`src/rtl/rob_multi.sv`:
```
// rob_multi: multi-lane reorder buffer with dispatch, CDB completion,
// in-order retire and tag-based squash recovery.
module rob_multi #(
    parameter int DEPTH  = 16,
    parameter int DP_W   = 2,
    parameter int RT_W   = 2,
    parameter int CDB_W  = 2,
    parameter int DATA_W = 32,
    parameter int REG_W  = 5,
    parameter int TAG_W  = $clog2(DEPTH)
) (
    input  logic                    clock,
    input  logic                    reset,
    input  logic [DP_W-1:0]         dp_valid,
    input  logic [DP_W-1:0]         dp_has_dest,
    input  logic [DP_W*REG_W-1:0]   dp_dest,
    output logic [DP_W*TAG_W-1:0]   dp_tag,
    output logic [TAG_W:0]          dp_free,
    output logic                    dp_accept,
    input  logic [CDB_W-1:0]        cdb_valid,
    input  logic [CDB_W*TAG_W-1:0]  cdb_tag,
    input  logic [CDB_W*DATA_W-1:0] cdb_value,
    output logic [RT_W-1:0]         rt_valid,
    output logic [RT_W*TAG_W-1:0]   rt_tag,
    output logic [RT_W-1:0]         rt_has_dest,
    output logic [RT_W*REG_W-1:0]   rt_dest,
    output logic [RT_W*DATA_W-1:0]  rt_value,
    input  logic                    squash_valid,
    input  logic [TAG_W-1:0]        squash_tag,
    output logic [TAG_W-1:0]        head_tag,
    output logic [TAG_W:0]          count
);
    localparam int CW = TAG_W + 1;

    logic [DEPTH-1:0]  occ_q, occ_d, cmp_q, cmp_d, hd_q, hd_d;
    logic [REG_W-1:0]  dst_q [DEPTH];
    logic [REG_W-1:0]  dst_d [DEPTH];
    logic [DATA_W-1:0] val_q [DEPTH];
    logic [DATA_W-1:0] val_d [DEPTH];
    logic [TAG_W-1:0]  head_q, head_d, tail_q, tail_d;
    logic [CW-1:0]     count_q, count_d;

    logic [CW-1:0]     n_dp, n_rt;
    logic              contig, sq_ok, go;
    logic [TAG_W-1:0]  sq_off, rt_t, dt, ct, rc, off;

    always_comb begin
        n_dp = '0;
        for (int i = 0; i < DP_W; i++)
            n_dp = n_dp + CW'(dp_valid[i]);
        contig = ((dp_valid & (dp_valid + DP_W'(1))) == '0);
        dp_free = CW'(DEPTH) - count_q;
        sq_ok = squash_valid && occ_q[squash_tag];
        sq_off = squash_tag - head_q;
        dp_accept = !reset && n_dp != '0 && contig && n_dp <= dp_free && !squash_valid;
        for (int i = 0; i < DP_W; i++)
            dp_tag[i*TAG_W +: TAG_W] = tail_q + TAG_W'(i);
    end

    // Retire lanes stop at the first incomplete entry and never reach past a squash point.
    always_comb begin
        n_rt = '0;
        go = 1'b1;
        rt_t = '0;
        rt_valid = '0;
        rt_tag = '0;
        rt_has_dest = '0;
        rt_dest = '0;
        rt_value = '0;
        for (int i = 0; i < RT_W; i++) begin
            rt_t = head_q + TAG_W'(i);
            go = go && occ_q[rt_t] && cmp_q[rt_t] && !(sq_ok && TAG_W'(i) > sq_off);
            rt_valid[i] = go;
            n_rt = n_rt + CW'(go);
            rt_tag[i*TAG_W +: TAG_W] = go ? rt_t : '0;
            rt_has_dest[i] = go && hd_q[rt_t];
            rt_dest[i*REG_W +: REG_W] = go ? dst_q[rt_t] : '0;
            rt_value[i*DATA_W +: DATA_W] = go ? val_q[rt_t] : '0;
        end
    end

    always_comb begin
        occ_d = occ_q;
        cmp_d = cmp_q;
        hd_d = hd_q;
        dst_d = dst_q;
        val_d = val_q;
        dt = '0;
        ct = '0;
        rc = '0;
        off = '0;
        for (int i = 0; i < DP_W; i++) begin
            dt = tail_q + TAG_W'(i);
            if (dp_accept && dp_valid[i]) begin
                occ_d[dt] = 1'b1;
                cmp_d[dt] = 1'b0;
                hd_d[dt] = dp_has_dest[i];
                dst_d[dt] = dp_dest[i*REG_W +: REG_W];
                val_d[dt] = '0;
            end
        end
        for (int i = 0; i < CDB_W; i++) begin
            ct = cdb_tag[i*TAG_W +: TAG_W];
            if (cdb_valid[i] && occ_q[ct]) begin
                cmp_d[ct] = 1'b1;
                val_d[ct] = cdb_value[i*DATA_W +: DATA_W];
            end
        end
        for (int i = 0; i < RT_W; i++) begin
            rc = rt_tag[i*TAG_W +: TAG_W];
            if (rt_valid[i]) begin
                occ_d[rc] = 1'b0;
                cmp_d[rc] = 1'b0;
            end
        end
        for (int j = 0; j < DEPTH; j++) begin
            off = TAG_W'(j) - head_q;
            if (sq_ok && off > sq_off) begin
                occ_d[j] = 1'b0;
                cmp_d[j] = 1'b0;
            end
        end
        head_d = head_q + TAG_W'(n_rt);
        tail_d = sq_ok ? squash_tag + TAG_W'(1) : dp_accept ? tail_q + TAG_W'(n_dp) : tail_q;
        count_d = sq_ok ? CW'(sq_off) + CW'(1) - n_rt
                        : count_q + (dp_accept ? n_dp : CW'(0)) - n_rt;
    end

    always_ff @(posedge clock or posedge reset) begin
        if (reset) begin
            occ_q <= '0;
            cmp_q <= '0;
            hd_q <= '0;
            for (int j = 0; j < DEPTH; j++) begin
                dst_q[j] <= '0;
                val_q[j] <= '0;
            end
            head_q <= '0;
            tail_q <= '0;
            count_q <= '0;
        end else begin
            occ_q <= occ_d;
            cmp_q <= cmp_d;
            hd_q <= hd_d;
            dst_q <= dst_d;
            val_q <= val_d;
            head_q <= head_d;
            tail_q <= tail_d;
            count_q <= count_d;
        end
    end

    assign head_tag = head_q;
    assign count = count_q;
endmodule

```
`config.mk`:
```
export PLATFORM = sky130hd
export DESIGN_NAME = rob_multi
export DESIGN_NICKNAME = d
export VERILOG_FILES = /design/src/rtl/rob_multi.sv
export SDC_FILE = /design/constraint.sdc
export NUM_CORES = 2
export LEC_CHECK = 0
export BUFFER_PORTS_ARGS = -buffer_cell sky130_fd_sc_hd__buf_2
export CAP_MARGIN = 30
export CORE_MARGIN = 3
export CORE_UTILIZATION = 45
export DETAILED_ROUTE_END_ITERATION = 8
export PLACE_DENSITY = 0.63
export SLEW_MARGIN = 20
export SYNTH_ARGS = -nofsm -noshare
export SYNTH_HDL_FRONTEND = slang
export SYNTH_SLANG_ARGS = --single-unit
```
`constraint.sdc`:
```
create_clock -name clock -period 26.9 [get_ports clock]
set_input_delay 1.345 -clock clock [delete_from_list [all_inputs] [get_ports clock]]
set_output_delay 1.345 -clock clock [all_outputs]
set_load 0.005 [all_outputs]
```
==> results.tsv <==
stage	metric	value	unit
synth	part of the Yosys area used for sequential elements	37.4	%
setup_path	crit-path max cell delay	880	ps
sta	Worst-Margin Slew	1140	ps
setup_path	CP Cell Sequence	buf_4 > ha_1 > nand2_1 > xnor2_2 > buf_4 > mux2i_1 > mux4_2 > nor3_4 > buf_4 > and2_1 > buf_2	
grt	total global-route track usage	35.8	%
clock_tree	Clock Path Buffers	3	
synth	Post-synth EDFFs	0	
placement	Post-DP Area	45600	µm²
setup_path	crit path capture type	output port	
power_and_ir_drop	maximum vdd drop	0.0956	mV
detailed_routing	drt drc	0	
detailed_routing	Max Used Layer	met5	
sta	Worst slew margin	23.8	%
grt	antenna violations before repair	19	
setup_path	Reg-to-Reg Start	head_tag[2]$_DFF_PP0_	
sta	Fmax	0.136	GHz
detailed_routing	met2 routed WL	77800	µm
setup_path	worst path buffer plus inverter count	4	
cells_and_area	layout cells sized above 1	20.4	%
grt	global-route wire length before repair	270000	µm
detailed_routing	final WL	187000	µm
synth	Syn Std Cell Area	43700	µm²
cells_and_area	area delta synth->final	10.6	%
cells_and_area	layout net count	4616	
setup_path	cell mode on critical path	buf_4	
power_and_ir_drop	pwr/cell area	113	nW/µm²
placement	Place WS	20110	ps
power_and_ir_drop	LEAKAGE	20.2	nW
floorplanning	die area	101000	µm²
placement	GPL Wtd Cong	0.904	
detailed_routing	drt wl/cell	32.3	µm
setup_path	CP arrival	6010	ps
setup_path	peak fanout along the critical path	41	
sta	Slew Limit Fails	0	
clock_tree	setup bufs post-CTS	0	
clock_tree	H-tree Lvls	3	
synth	Yosys top cell area share	37.4	%
detailed_routing	total number of vias	41100	
clock_tree	CTS Buf Count	78	
placement	dpl hpwl	103000	µm
detailed_routing	routed wl met3	30300	µm
clock_tree	# resized after CTS	0	
floorplanning	IO Count	204	
detailed_routing	first drt pass iteration count	8	
outcome	status	complete, no violations	
setup_path	Startpoint Class	flip-flop	
power_and_ir_drop	clock network power share	20.2	%
clock_tree	Skew-Pair Late Insertion Delay	680	ps
grt	Overflow after GRT	0	
power_and_ir_drop	Logic pwr share	48.5	%
synth	Async S/R FF share, synth	100	%
synth	count of cell types in the netlist	75	
clock_tree	clock sinks	653	
floorplanning	area of the core	95600	µm²
cells_and_area	Finished Cell Area	48300	µm²
setup_path	Worst path slowest cell	buf_4	
placement	IO Port Bufs	203	
detailed_routing	Final ANT Viol Nets	0	
sta	final hold vios	0	
synth	Yosys top cell by area	dfrtp_1	
floorplanning	row cnt	113	
sta	# setup viols final	0	
worst_hold_path	HP Start	val_q[191]$_DFF_PP0_	
clock_tree	clock transition at the registers of the reported paths	60	ps
setup_path	Crit Path Class	reg2out	
floorplanning	chip height	318	µm
power_and_ir_drop	Net Sw Power	2.19	mW
setup_path	CP delay by family, top	buffers and inverters	
power_and_ir_drop	internal power	3.26	mW
sta	Clock Skews	43.3	ps
synth	Primary FF master, synth	dfrtp_1	
job	max-capacitance violation count	0	
floorplanning	chip width	318	µm
floorplanning	Initial Utilization	45.7	%
sta	RSZ-0062 raised after global routing	no	
power_and_ir_drop	Reg power frac	31.2	%
setup_path	worst path required time	25550	ps
clock_tree	CTS Hold Bufs	0	
detailed_routing	Via density	7.11	
setup_path	Crit. Startpoint	head_tag[2]$_DFF_PP0_	
sta	Tcrit/Tclk final	27.4	%
synth	Synth area leaders	dfrtp_1, mux4_2, a31oi_1, nand3_1, nor2_1	
grt	vias in the first global route	38600	
power_and_ir_drop	Sw Ratio	40.2	%
detailed_routing	M1 WL	67900	µm
synth	Syn Inst Count	4615	
synth	#FFs+latches synth	653	
sta	setup TNS	0	ps
clock_tree	CTS tree	done	
worst_hold_path	HP Class	reg2reg	
sta	worst setup margin	19540	ps
grt	largest net degree at the start of global routing	171	
sta	Final min period	7360	ps
synth	synthesized area per cell	9.47	µm²
synth	net count after synthesis	4785	
clock_tree	clock root buffer	clkbuf_16	
detailed_routing	DRT iter0 DRCs	6592	
synth	Synth Warn #	0	
[logic make-up (layout without fill, tap and decap cells)]
group / count (synthesis) / after routing / synth area share (%)
fa+ha+maj: 75 / 75 / 2.27
buf+inv: 632 / 519 / 5.64
mux: 503 / 503 / 22.8
other cells: 0 / 14 / 0
compound gates: 794 / 794 / 11.6
flops: 653 / 653 / 37.4
simple gates: 1927 / 1927 / 19.6
xor+xnor: 31 / 31 / 0.699
[layout by cell type, fill, tap and decap left out, types with 79 or more instances in the layout]
master	n
dfrtp_1	650
nor2_1	597
nand2_1	583
a31oi_1	483
nand3_1	448
mux4_2	392
buf_2	204
a21oi_1	109
mux2i_1	103
buf_4	88
nand4_1	79
clkbuf_16	79
[registers in the layout, indices dropped and copies added, names as in the netlist]
signal / flops
dst_q: 80
head_tag: 4
cmp_q: 16
occ_q: 16
count: 5
val_q: 512
hd_q: 16
tail_q: 4
[per-stage QoR]
stage | hold WS [ps] | total power [mW] | std cells | util (%)
2_1_floorplan | 525 | 3.54 | 4615 | -
3_3_place_gp | 543 | 4.23 | 5606 | 47.3
3_5_place_dp | 553 | 4.29 | 5625 | 47.7
4_1_cts | 560 | 5.40 | 5761 | 50.4
5_1_grt | 587 | 5.71 | 5773 | 50.5
6_report | 562 | 5.46 | 5781 | 50.6
[power by group through the flow]
stage	sequential (mW)	clock [mW]	combinational, mW
floorplan	1.55	0	1.99
global placement	1.68	0	2.55
detailed placement	1.69	0	2.60
CTS	1.68	1.10	2.61
global route	1.74	1.14	2.83
finish	1.70	1.10	2.65
[cell usage after synthesis (5+ instances only)]
cell,n
nor2_1,597
mux4_2,392
a21boi_0,8
dfrtp_1,653
nand4_1,79
a21oi_1,111
nand3_1,474
buf_2,60
mux2_2,8
nor4_1,12
buf_1,100
and3_1,20
xor2_1,8
a31oi_1,483
a21o_1,6
xnor2_1,20
a311oi_1,17
fa_1,7
nor4b_1,10
nor3_1,13
a22oi_1,33
inv_2,6
o21ai_0,76
and2_1,47
inv_1,63
ha_1,68
a211oi_1,11
nand2_1,585
nor3b_1,8
nor2b_1,53
clkbuf_1,396
nand2b_1,8
mux2i_1,103
nand3b_1,5
[final timing paths]
| kind | endpoint | slack (ps) | cells past startpoint |
|---|---|---|---|
| setup / recovery | rt_dest[5] | 19540 | 11 |
| min in group asynchronous | count[2]$_DFF_PP0_ | 690 | 2 |
| max in group asynchronous | val_q[18]$_DFF_PP0_ | 22670 | 6 |
| hold / removal | val_q[191]$_DFF_PP0_ | 560 | 2 |
| hold reg to reg | val_q[191]$_DFF_PP0_ | 560 | 2 |
| setup reg to reg | count[4]$_DFF_PP0_ | 19880 | 21 |
[per-layer routing]
metal	vias up	global-route usage [%]
li1	16600	-
met1	20200	48.2
met2	3660	49.9
met3	723	14.7
met4	4	17.6
met5	-	0.378
[worst reg2reg max path: stages, from the launching register on]
cell     delay [ps]
dfrtp_4         700
buf_4           750
ha_1            340
nand2_1         100
xnor2_2         500
buf_4           880
mux2i_1         250
mux4_2          580
nor3_4          440
buf_4           490
ha_1            360
ha_1            280
inv_1            50
ha_1            150
inv_1            60
fa_1            440
inv_1            80
a21oi_1          60
nor2_1           90
nor2_1           60
xnor2_1         140
a21oi_1          80
[area by class of cell]
cell class	count	area (µm²)
Fill cell	8679	47300
Multi-Input combinational cell	3330	25300
Sequential cell	653	16400
Clock buffer	115	2270
Timing Repair Buffer	313	2160
Tap cell	1265	1580
Clock inverter	21	324
Inverter	70	273
Antenna cell	14	35.0
Power figures use the tool's default switching activity.
